$ cat src/rtl/plca_pkg.sv
// plca_pkg
//   Definitions shared by the PLCA command codec and the PLCA control state
//   machine: command codes exchanged between them, receive FSM state
//   encodings and the default MII nibbles that signal BEACON and COMMIT.
//   No ports; imported with "import plca_pkg::*".
package plca_pkg;

    // Command codes on tx_cmd / rx_cmd. Code 2'b11 is never produced and is
    // treated as CMD_NONE wherever it is received.
    localparam logic [1:0] CMD_BEACON = 2'b00;
    localparam logic [1:0] CMD_COMMIT = 2'b01;
    localparam logic [1:0] CMD_NONE   = 2'b10;

    // Receive FSM states; the encoding is visible on the rx_state debug port.
    typedef enum logic [1:0] {
        R_IDLE   = 2'd0,
        R_BEACON = 2'd1,
        R_COMMIT = 2'd2,
        R_DATA   = 2'd3
    } rx_state_e;

    // TXD/RXD nibbles that carry a command while ER=1 and EN/DV=0.
    localparam logic [3:0] DEFAULT_BEACON_NIBBLE = 4'b0010;
    localparam logic [3:0] DEFAULT_COMMIT_NIBBLE = 4'b0011;

    localparam logic [15:0] BEACON_CNT_MAX = 16'hFFFF;

    // Command reported to the control machine while the receive FSM sits in
    // a given state.
    function automatic logic [1:0] stateToCmd(input rx_state_e state);
        case (state)
            R_BEACON: stateToCmd = CMD_BEACON;
            R_COMMIT: stateToCmd = CMD_COMMIT;
            default:  stateToCmd = CMD_NONE;
        endcase
    endfunction

endpackage

$ cat src/rtl/plca_rx_cmd_det.sv
// plca_rx_cmd_det
//   Receive side of the PLCA command codec: classifies each MII receive
//   sample as frame data, BEACON, COMMIT or nothing, reports the result to
//   the control machine and counts BEACON arrivals (saturating).
//   Optional macro PLCA_RX_CMD_PERSIST_EN: a BEACON/COMMIT pattern must be
//   sampled on two consecutive edges before it is reported.
//
//   Ports:
//     clk, reset_n   MII clock, asynchronous active-low reset
//     plcaEn_i       0 forces the FSM idle and freezes the counter
//     rxDv_i/rxEr_i  receive strobes from the PHY
//     rxd_i          receive nibble from the PHY
//     rxCmd_o        decoded command (BEACON/COMMIT/NONE)
//     receiving_o    frame reception in progress
//     rxState_o      current FSM state (debug)
//     beaconCnt_o    saturating count of BEACON entries
module plca_rx_cmd_det
    import plca_pkg::*;
#(
    parameter logic [3:0] BEACON_NIBBLE = DEFAULT_BEACON_NIBBLE,
    parameter logic [3:0] COMMIT_NIBBLE = DEFAULT_COMMIT_NIBBLE
) (
    input  logic        clk,
    input  logic        reset_n,
    input  logic        plcaEn_i,
    input  logic        rxDv_i,
    input  logic        rxEr_i,
    input  logic [3:0]  rxd_i,
    output logic [1:0]  rxCmd_o,
    output logic        receiving_o,
    output logic [1:0]  rxState_o,
    output logic [15:0] beaconCnt_o
);

    rx_state_e   state_q, state_d;
    logic [15:0] beaconCnt_q, beaconCnt_d;
    logic        receiving_q;

`ifdef PLCA_RX_CMD_PERSIST_EN
    // pending_q: a command pattern was sampled on the previous edge;
    // lastCommit_q: that pattern was COMMIT (0 = BEACON).
    logic pending_q, pending_d;
    logic lastCommit_q, lastCommit_d;
`endif

    // Next-state decode in priority order (data, BEACON, COMMIT, idle),
    // plus the counter, which only advances on entry into R_BEACON so a
    // persisting BEACON pattern counts once.
    always_comb begin
        state_d     = R_IDLE;
        beaconCnt_d = beaconCnt_q;
`ifdef PLCA_RX_CMD_PERSIST_EN
        pending_d    = 1'b0;
        lastCommit_d = lastCommit_q;
`endif
        if (plcaEn_i) begin
            if (rxDv_i) begin
                state_d = R_DATA;
            end else if (rxEr_i && (rxd_i == BEACON_NIBBLE)) begin
`ifdef PLCA_RX_CMD_PERSIST_EN
                pending_d    = 1'b1;
                lastCommit_d = 1'b0;
                if (pending_q && !lastCommit_q) begin
                    state_d = R_BEACON;
                end
`else
                state_d = R_BEACON;
`endif
            end else if (rxEr_i && (rxd_i == COMMIT_NIBBLE)) begin
`ifdef PLCA_RX_CMD_PERSIST_EN
                pending_d    = 1'b1;
                lastCommit_d = 1'b1;
                if (pending_q && lastCommit_q) begin
                    state_d = R_COMMIT;
                end
`else
                state_d = R_COMMIT;
`endif
            end
        end
        if ((state_d == R_BEACON) && (state_q != R_BEACON) &&
            (beaconCnt_q != BEACON_CNT_MAX)) begin
            beaconCnt_d = beaconCnt_q + 16'd1;
        end
    end

    // State, counter and qualifier registers. receiving is simply the
    // registered RX_DV: with PLCA enabled RX_DV=1 always selects R_DATA,
    // and with PLCA disabled the raw registered strobe is what is wanted.
    always_ff @(posedge clk or negedge reset_n) begin
        if (!reset_n) begin
            state_q     <= R_IDLE;
            beaconCnt_q <= 16'd0;
            receiving_q <= 1'b0;
`ifdef PLCA_RX_CMD_PERSIST_EN
            pending_q    <= 1'b0;
            lastCommit_q <= 1'b0;
`endif
        end else begin
            state_q     <= state_d;
            beaconCnt_q <= beaconCnt_d;
            receiving_q <= rxDv_i;
`ifdef PLCA_RX_CMD_PERSIST_EN
            pending_q    <= pending_d;
            lastCommit_q <= lastCommit_d;
`endif
        end
    end

    assign rxCmd_o     = stateToCmd(state_q);
    assign receiving_o = receiving_q;
    assign rxState_o   = state_q;
    assign beaconCnt_o = beaconCnt_q;

endmodule

$ cat src/rtl/plca_cmd_codec.sv
// plca_cmd_codec
//   MII-side command codec of the PLCA reconciliation sublayer. Transmit:
//   MAC frames pass through untouched; when the MAC is idle the control
//   machine's BEACON/COMMIT command is encoded as ER=1 plus a command nibble.
//   Receive: BEACON/COMMIT patterns and frame activity are decoded by
//   plca_rx_cmd_det. Optional macro PLCA_RX_CMD_PERSIST_EN (see sub-module).
//
//   Ports:
//     clk, reset_n              MII clock, asynchronous active-low reset
//     plca_en                   0 = transparent mode
//     tx_cmd                    command from the control machine
//     mac_tx_en/_er, mac_txd    MAC transmit interface
//     TX_EN, TX_ER, TXD         registered transmit interface to the PHY
//     RX_DV, RX_ER, RXD         receive interface from the PHY
//     rx_cmd, receiving         decoded receive status to the control machine
//     rx_state                  receive FSM state (debug)
//     beacon_cnt                saturating count of received BEACONs
module plca_cmd_codec
    import plca_pkg::*;
#(
    parameter logic [3:0] BEACON_NIBBLE = DEFAULT_BEACON_NIBBLE,
    parameter logic [3:0] COMMIT_NIBBLE = DEFAULT_COMMIT_NIBBLE
) (
    input  logic        clk,
    input  logic        reset_n,
    input  logic        plca_en,
    input  logic [1:0]  tx_cmd,
    input  logic        mac_tx_en,
    input  logic        mac_tx_er,
    input  logic [3:0]  mac_txd,
    output logic        TX_EN,
    output logic        TX_ER,
    output logic [3:0]  TXD,
    input  logic        RX_DV,
    input  logic        RX_ER,
    input  logic [3:0]  RXD,
    output logic [1:0]  rx_cmd,
    output logic        receiving,
    output logic [1:0]  rx_state,
    output logic [15:0] beacon_cnt
);

    logic       txEn_q, txEn_d;
    logic       txEr_q, txEr_d;
    logic [3:0] txd_q, txd_d;

    // Transmit selection. The whole {EN, ER, TXD} vector comes from one
    // source per cycle, so MAC data and command nibbles can never mix.
    always_comb begin
        txEn_d = 1'b0;
        txEr_d = 1'b0;
        txd_d  = 4'd0;
        if (!plca_en || mac_tx_en) begin
            txEn_d = mac_tx_en;
            txEr_d = mac_tx_er;
            txd_d  = mac_txd;
        end else if (tx_cmd == CMD_BEACON) begin
            txEr_d = 1'b1;
            txd_d  = BEACON_NIBBLE;
        end else if (tx_cmd == CMD_COMMIT) begin
            txEr_d = 1'b1;
            txd_d  = COMMIT_NIBBLE;
        end
    end

    // One-cycle transmit register.
    always_ff @(posedge clk or negedge reset_n) begin
        if (!reset_n) begin
            txEn_q <= 1'b0;
            txEr_q <= 1'b0;
            txd_q  <= 4'd0;
        end else begin
            txEn_q <= txEn_d;
            txEr_q <= txEr_d;
            txd_q  <= txd_d;
        end
    end

    assign TX_EN = txEn_q;
    assign TX_ER = txEr_q;
    assign TXD   = txd_q;

    plca_rx_cmd_det #(
        .BEACON_NIBBLE(BEACON_NIBBLE),
        .COMMIT_NIBBLE(COMMIT_NIBBLE)
    ) u_det (
        .clk         (clk),
        .reset_n     (reset_n),
        .plcaEn_i    (plca_en),
        .rxDv_i      (RX_DV),
        .rxEr_i      (RX_ER),
        .rxd_i       (RXD),
        .rxCmd_o     (rx_cmd),
        .receiving_o (receiving),
        .rxState_o   (rx_state),
        .beaconCnt_o (beacon_cnt)
    );

endmodule

$ cat config.mk
export PLATFORM = sky130hd
export DESIGN_NAME = plca_cmd_codec
export DESIGN_NICKNAME = d
export VERILOG_FILES = /design/src/rtl/plca_pkg.sv /design/src/rtl/plca_rx_cmd_det.sv /design/src/rtl/plca_cmd_codec.sv
export SDC_FILE = /design/constraint.sdc
export NUM_CORES = 1
export LEC_CHECK = 0
export BUFFER_PORTS_ARGS = -buffer_cell sky130_fd_sc_hd__buf_2
export CAP_MARGIN = 5
export CORE_MARGIN = 2
export CORE_UTILIZATION = 35
export CTS_CLUSTER_SIZE = 8
export DETAILED_ROUTE_END_ITERATION = 8
export PLACE_DENSITY = 0.67
export SYNTH_ARGS = -nofsm -noshare
export SYNTH_HDL_FRONTEND = slang
export SYNTH_HIERARCHICAL = 1
export SYNTH_SLANG_ARGS = --single-unit
$ cat constraint.sdc
create_clock -name clk -period 4.92 [get_ports clk]
set_clock_uncertainty 0.1 [all_clocks]
set_input_delay 0.984 -clock clk [delete_from_list [all_inputs] [get_ports clk]]
set_output_delay 0.984 -clock clk [all_outputs]
set_load 0.02 [all_outputs]
* Word level (Yosys, flattened, before mapping) *
Index checks and enable logic that the tools add are counted.

storage, ports and cells
  bits of input ports = 17
  logic and storage cells = 34
  flip-flop bits (word level) = 25

operators by class
  multiplexer cells = 12
  eq/ne operators = 8
  $add $sub $neg = 1
  reductions and logical operators = 7

operator list
  operator                 number
  $add A16 B1 Y16 const B  1
  $ne A16 B16 Y1 const B   1
  $mux W2                  6
  $eq A4 B2 Y1 const B     2
  $eq A2 B1 Y1 const B     3
  $logic_and A1 B1 Y1      4
  $mux W1                  4
  $mux W4                  1
  $pmux W2 S2              1
  $eq A2 B2 Y1 const B     1
  $logic_not A2 Y1         1
  $ne A2 B1 Y1 const B     1
  $logic_not A1 Y1         1
  $logic_or A1 B1 Y1       1

* Longest topological paths before layout *
  word-level depth = 9
  mapped depth = 6
  gate-level depth less buffers = 6

* Cells and area by module *
Netlist, hierarchy kept.

modules (own cells, without submodules)
  module           area an instance (sq um)  seq. area each (sq um)  instances  cells each
  plca_rx_cmd_det  979.7                     475.5                   1          86
  plca_cmd_codec   229.0                     150.1                   1          15

* Worst setup path before layout *
OpenSTA, ideal clock, no wires.

  path kind = input -> register
  start point = input port RXD[0]
  end point = register u_det.beaconCnt_q[1] (netlist: u_det/beaconCnt_o[1])
  path buffers = 0
  setup slack = 2.705 ns
  arrival time = 1.990 ns
  data required time = 4.695 ns
  library setup time = 0.125 ns
  cell stages on the path = 4
  cells stage by stage = nor4b_4 -> nand2_1 -> nor2_1 -> mux2_2

between the ends
  longest elaborated chain between the ends = 9
  elaborated cells on any way between the ends = 11

ends and longest elaborated chain
  element                                RTL line                text
  start, declared                        plca_cmd_codec.sv:36    input logic [3:0] RXD,
  $eq A4 B2 Y1                           plca_rx_cmd_det.sv:69   end else if (rxEr_i && (rxd_i == COMMIT_NIBBLE)) begin
  $logic_and A1 B1 Y1                    plca_rx_cmd_det.sv:69
  $mux W2                                plca_rx_cmd_det.sv:69
  $mux W2 (*)                            plca_rx_cmd_det.sv:59   end else if (rxEr_i && (rxd_i == BEACON_NIBBLE)) begin
  $mux W2 (*)                            plca_rx_cmd_det.sv:57   if (rxDv_i) begin
  $mux W2 (*)                            plca_rx_cmd_det.sv:56   if (plcaEn_i) begin
  $eq A2 B1 Y1 (*)                       plca_rx_cmd_det.sv:81   if ((state_d == R_BEACON) && (state_q != R_BEACON) &&
  $logic_and A1 B1 Y1 (*) (2 in series)  plca_rx_cmd_det.sv:81
  end signal, assigned                   plca_rx_cmd_det.sv:101  beaconCnt_q <= beaconCnt_d;
  end, declared                          plca_rx_cmd_det.sv:36   logic [15:0] beaconCnt_q, beaconCnt_d;

Every way passes the cells marked *; elsewhere a longest branch is shown, timed or not.
A chain may end at the register's enable or synchronous reset.

* Final worst setup path *
  start point = register u_det.beaconCnt_q[7] (netlist: u_det/beaconCnt_o[7])
  end point = register u_det.beaconCnt_q[1] (netlist: u_det/beaconCnt_o[1])

between the ends
  longest elaborated chain between the ends = 2

ends and longest elaborated chain
  element              RTL line               text
  $ne A16 B16 Y1       plca_rx_cmd_det.sv:82  (beaconCnt_q != BEACON_CNT_MAX)) begin
  $logic_and A1 B1 Y1  plca_rx_cmd_det.sv:81

Every way passes these cells.

==> results.py <==
metrics = {
    "status": {
        "status": "complete, no violations",
    },
    "timing": {
        "finalHoldViolCount": 0,
        "tns_ns": 0,
        "maxSlewHeadroom_pct": 33.3,
        "setup_viol": 0,
        "finalCriticalPeriod_ns": 2.31,
        "rsz0062_at_grt": "false",
        "worstMarginPinSlew_ns": 0.993,
        "final-max-slew-violation-count": 0,
        "finalCritPeriodShare_pct": 47.0,
        "fmax_ghz": 0.433,
    },
    "synthesis": {
        "synth_compound_area_share_pct": 3.73,
        "async_flop_share_pct": 100,
        "synth_edf_count": 0,
        "ys_seq_elements": 25,
        "ys_types": 29,
        "avgSynthCellArea_um2": 12.0,
        "synthXorXnorAreaFrac_pct": 9.42,
        "synthFlopType": "dfrtp_1",
        "synth.area.mux_share_pct": 3.11,
        "synth_simple_gate_area_share_pct": 27.3,
        "syn_inst": 101,
        "synth_top_family_by_area": "simple AND/OR/NAND/NOR gates",
        "synthesis.nets": 121,
        "yosys.area_share.adder_pct": 3.11,
        "ys_warn_count": 6,
        "syn_area_um2": 1210,
        "seq_area_frac_synth_pct": 51.8,
    },
    "global_route": {
        "grt_max_degree": 26,
        "top_usage_layer": "met2",
        "use_met3_pct": 2.88,
        "antenna_found_initial": 0,
        "grt_first_pass_wirelength_um": 3960,
        "grt_pass1_vias": 934,
        "grtUsageMet2_pct": 22.0,
        "grt_use_met1_pct": 14.9,
        "grt_overflow": 0,
        "grt_usage_pct": 12.5,
    },
    "setup_path": {
        "cp_num_buf_inv": 0,
        "rrSetupSlack_ns": 2.61,
        "path_cells": "nand4_1 -> nor4_2 -> nor2_1 -> mux2_2",
        "cp_slowest_stage_delay_ns": 0.91,
        "arrival_ns": 2.43,
        "startpoint_type": "flip-flop",
        "r2r_start": "u_det/beaconCnt_o[7]",
        "worstPathRequired_ns": 5.04,
        "r2r_cells": 4,
        "reg2reg_to": "u_det/beaconCnt_o[1]",
        "critPathTopFamily": "simple AND/OR/NAND/NOR gates",
        "worstSetupEndpoint": "u_det/beaconCnt_o[1]",
        "slowest_stage": "nor4_2",
        "path_max_fanout": 11,
        "worst-path-stages": 4,
        "crit_type": "reg -> reg",
        "crit_path_end_kind": "flip-flop",
        "crit_path_start": "u_det/beaconCnt_o[7]",
    },
    "detailed_routing": {
        "wl_per_cell_um": 11.6,
        "via_per_inst": 4.66,
        "wl_um": 2230,
        "drt_pass1_iterations": 4,
        "ant_nets": 0,
        "drc": 0,
        "drtIter0Drc": 13,
        "vias": 894,
    },
    "placed_design": {
        "place.gp.congestion": 0.720,
        "dpl.hpwl_um": 1760,
        "portBuffers": 43,
    },
    "cells_and_area": {
        "area_growth_pct": 24.1,
        "num_antenna_cells": 0,
        "multi_input_area_um2": 564,
        "drive_above_1_share_pct": 42.5,
        "nNetsFinal": 167,
        "layout.area.seq_um2": 626,
        "post-route-util_pct": 45.0,
        "nFillCells": 332,
    },
    "cts": {
        "cts_resized": 0,
        "insertion_delay_ns": 0.32,
        "hold_buffers": 0,
        "clkSinkCount": 25,
        "cts_buffers": 3,
        "cts_tree": "done",
        "cts_setup_buffers": 0,
        "htreeDepth": 1,
        "cts_root_buffer": "clkbuf_4",
        "path_clk_slew_ns": 0.14,
        "cts_max_path_buffers": 2,
    },
    "power_and_ir_drop": {
        "seqPwrFrac_pct": 61.1,
        "p_leak_nw": 0.805,
        "combinationalPowerShare_pct": 12.7,
        "swShare_pct": 26.2,
        "power.density_nw_per_um2": 237,
        "ir_worst_vdd_mv": 0.0984,
        "p_sw_uw": 93.1,
        "power.internal_uw": 263,
        "pwr-share-clk_pct": 26.3,
    },
    "die": {
        "coreArea_um2": 3340,
        "fp.dieW_um": 62.8,
        "io_pins": 44,
        "die_h_um": 62.8,
        "fp-row-count": 21,
        "die_area_um2": 3940,
        "start_util_pct": 36.2,
    },
    "hold_path": {
        "hold_path.startpoint": "u_det/beaconCnt_o[5]",
        "min_path_type": "reg -> reg",
    },
    "job": {
        "cap_violations": 0,
    },
}
==> state kept, by name, summed over array words and instances (netlist names) <==
signal / count
TX_ER: 1
TXD: 4
u_det/receiving_o: 1
u_det/beaconCnt_o: 16
u_det/rxState_o: 2
TX_EN: 1
==> routing by layer <==
layer,wire (um),vias up
li1,-,447
met5,0,-
met3,99,2
met2,1140,23
met1,970,422
met4,18,0
==> cell families (layout without fill, tap and decap cells) <==
| kind of cell | count (synthesis) | count (layout) |
|---|---|---|
| compound gates | 6 | 6 |
| simple gates | 47 | 47 |
| buf+inv | 4 | 49 |
| fa+ha+maj | 3 | 3 |
| mux | 3 | 3 |
| flops | 25 | 25 |
| xor+xnor | 13 | 13 |
==> cells in the final DEF (no fill, tap or decap), types with 2 or more instances in the layout <==
cell type / n
a21o_2: 2
and2_2: 2
and4_1: 2
buf_2: 43
clkbuf_4: 3
dfrtp_1: 25
ha_1: 3
inv_1: 2
mux2_2: 2
nand2_1: 8
nand3_1: 5
nand4_1: 4
nor2_1: 3
nor2b_1: 3
nor3_1: 6
nor3b_1: 4
nor4_2: 3
o31ai_1: 2
xor2_1: 13
==> Yosys cell counts, drive strengths merged (2+ instances only) <==
master	n	area [um^2]
dfrtp	25	626
nand2	8	30.0
nor2	3	11.3
nor4	3	37.5
nor4b	2	38.8
and2	3	21.3
mux2	3	37.5
nor2b	3	18.8
a21o	2	17.5
o31ai	2	15.0
ha	3	37.5
nor3	6	30.0
nor3b	4	30.0
inv	2	7.51
and4	2	17.5
nand3	5	25.0
nand4	5	37.5
xor2	13	114
==> worst min path at each step <==
stage                             to  slack, ns  cells past startpoint
6_report        u_det/beaconCnt_o[5]       0.42                      1
5_1_grt         u_det/beaconCnt_o[5]       0.45                      1
4_1_cts         u_det/beaconCnt_o[5]       0.42                      1
3_5_place_dp    u_det/beaconCnt_o[5]       0.40                      1
3_3_place_gp   u_det/beaconCnt_o[10]       0.39                      1
2_1_floorplan   u_det/beaconCnt_o[5]       0.51                      1
==> power groups by stage <==
stage	clock network, mW	registers (mW)	logic [mW]
after global routing	0.104	0.219	0.0499
after floorplan	0	0.231	0.0148
after global placement	0	0.221	0.0454
after detailed placement	0	0.222	0.0458
final	0.0935	0.217	0.0451
after CTS	0.0980	0.218	0.0461
==> per-stage QoR <==
step / power [mW] / cell area [um^2] / hold slack, ns / cells / worst slack (ns)
6_report: 0.356 / 1500 / 0.419 / 192 / 2.61
2_1_floorplan: 0.246 / 1210 / 0.506 / 101 / 2.71
3_5_place_dp: 0.268 / 1470 / 0.399 / 188 / 2.46
3_3_place_gp: 0.266 / 1470 / 0.393 / 188 / 2.50
4_1_cts: 0.362 / 1500 / 0.422 / 192 / 2.60
5_1_grt: 0.373 / 1500 / 0.455 / 192 / 2.40
==> area by class of cell <==
class                   count  area share, %
repair buffers             43           14.3
well taps                  46           3.84
clock buffers               3           1.50
flip-flops and latches     25           41.7
clock inverters             1          0.500
inverters                   2          0.500
multi-input cells          72           37.6
(Power assumes the default switching activity.)
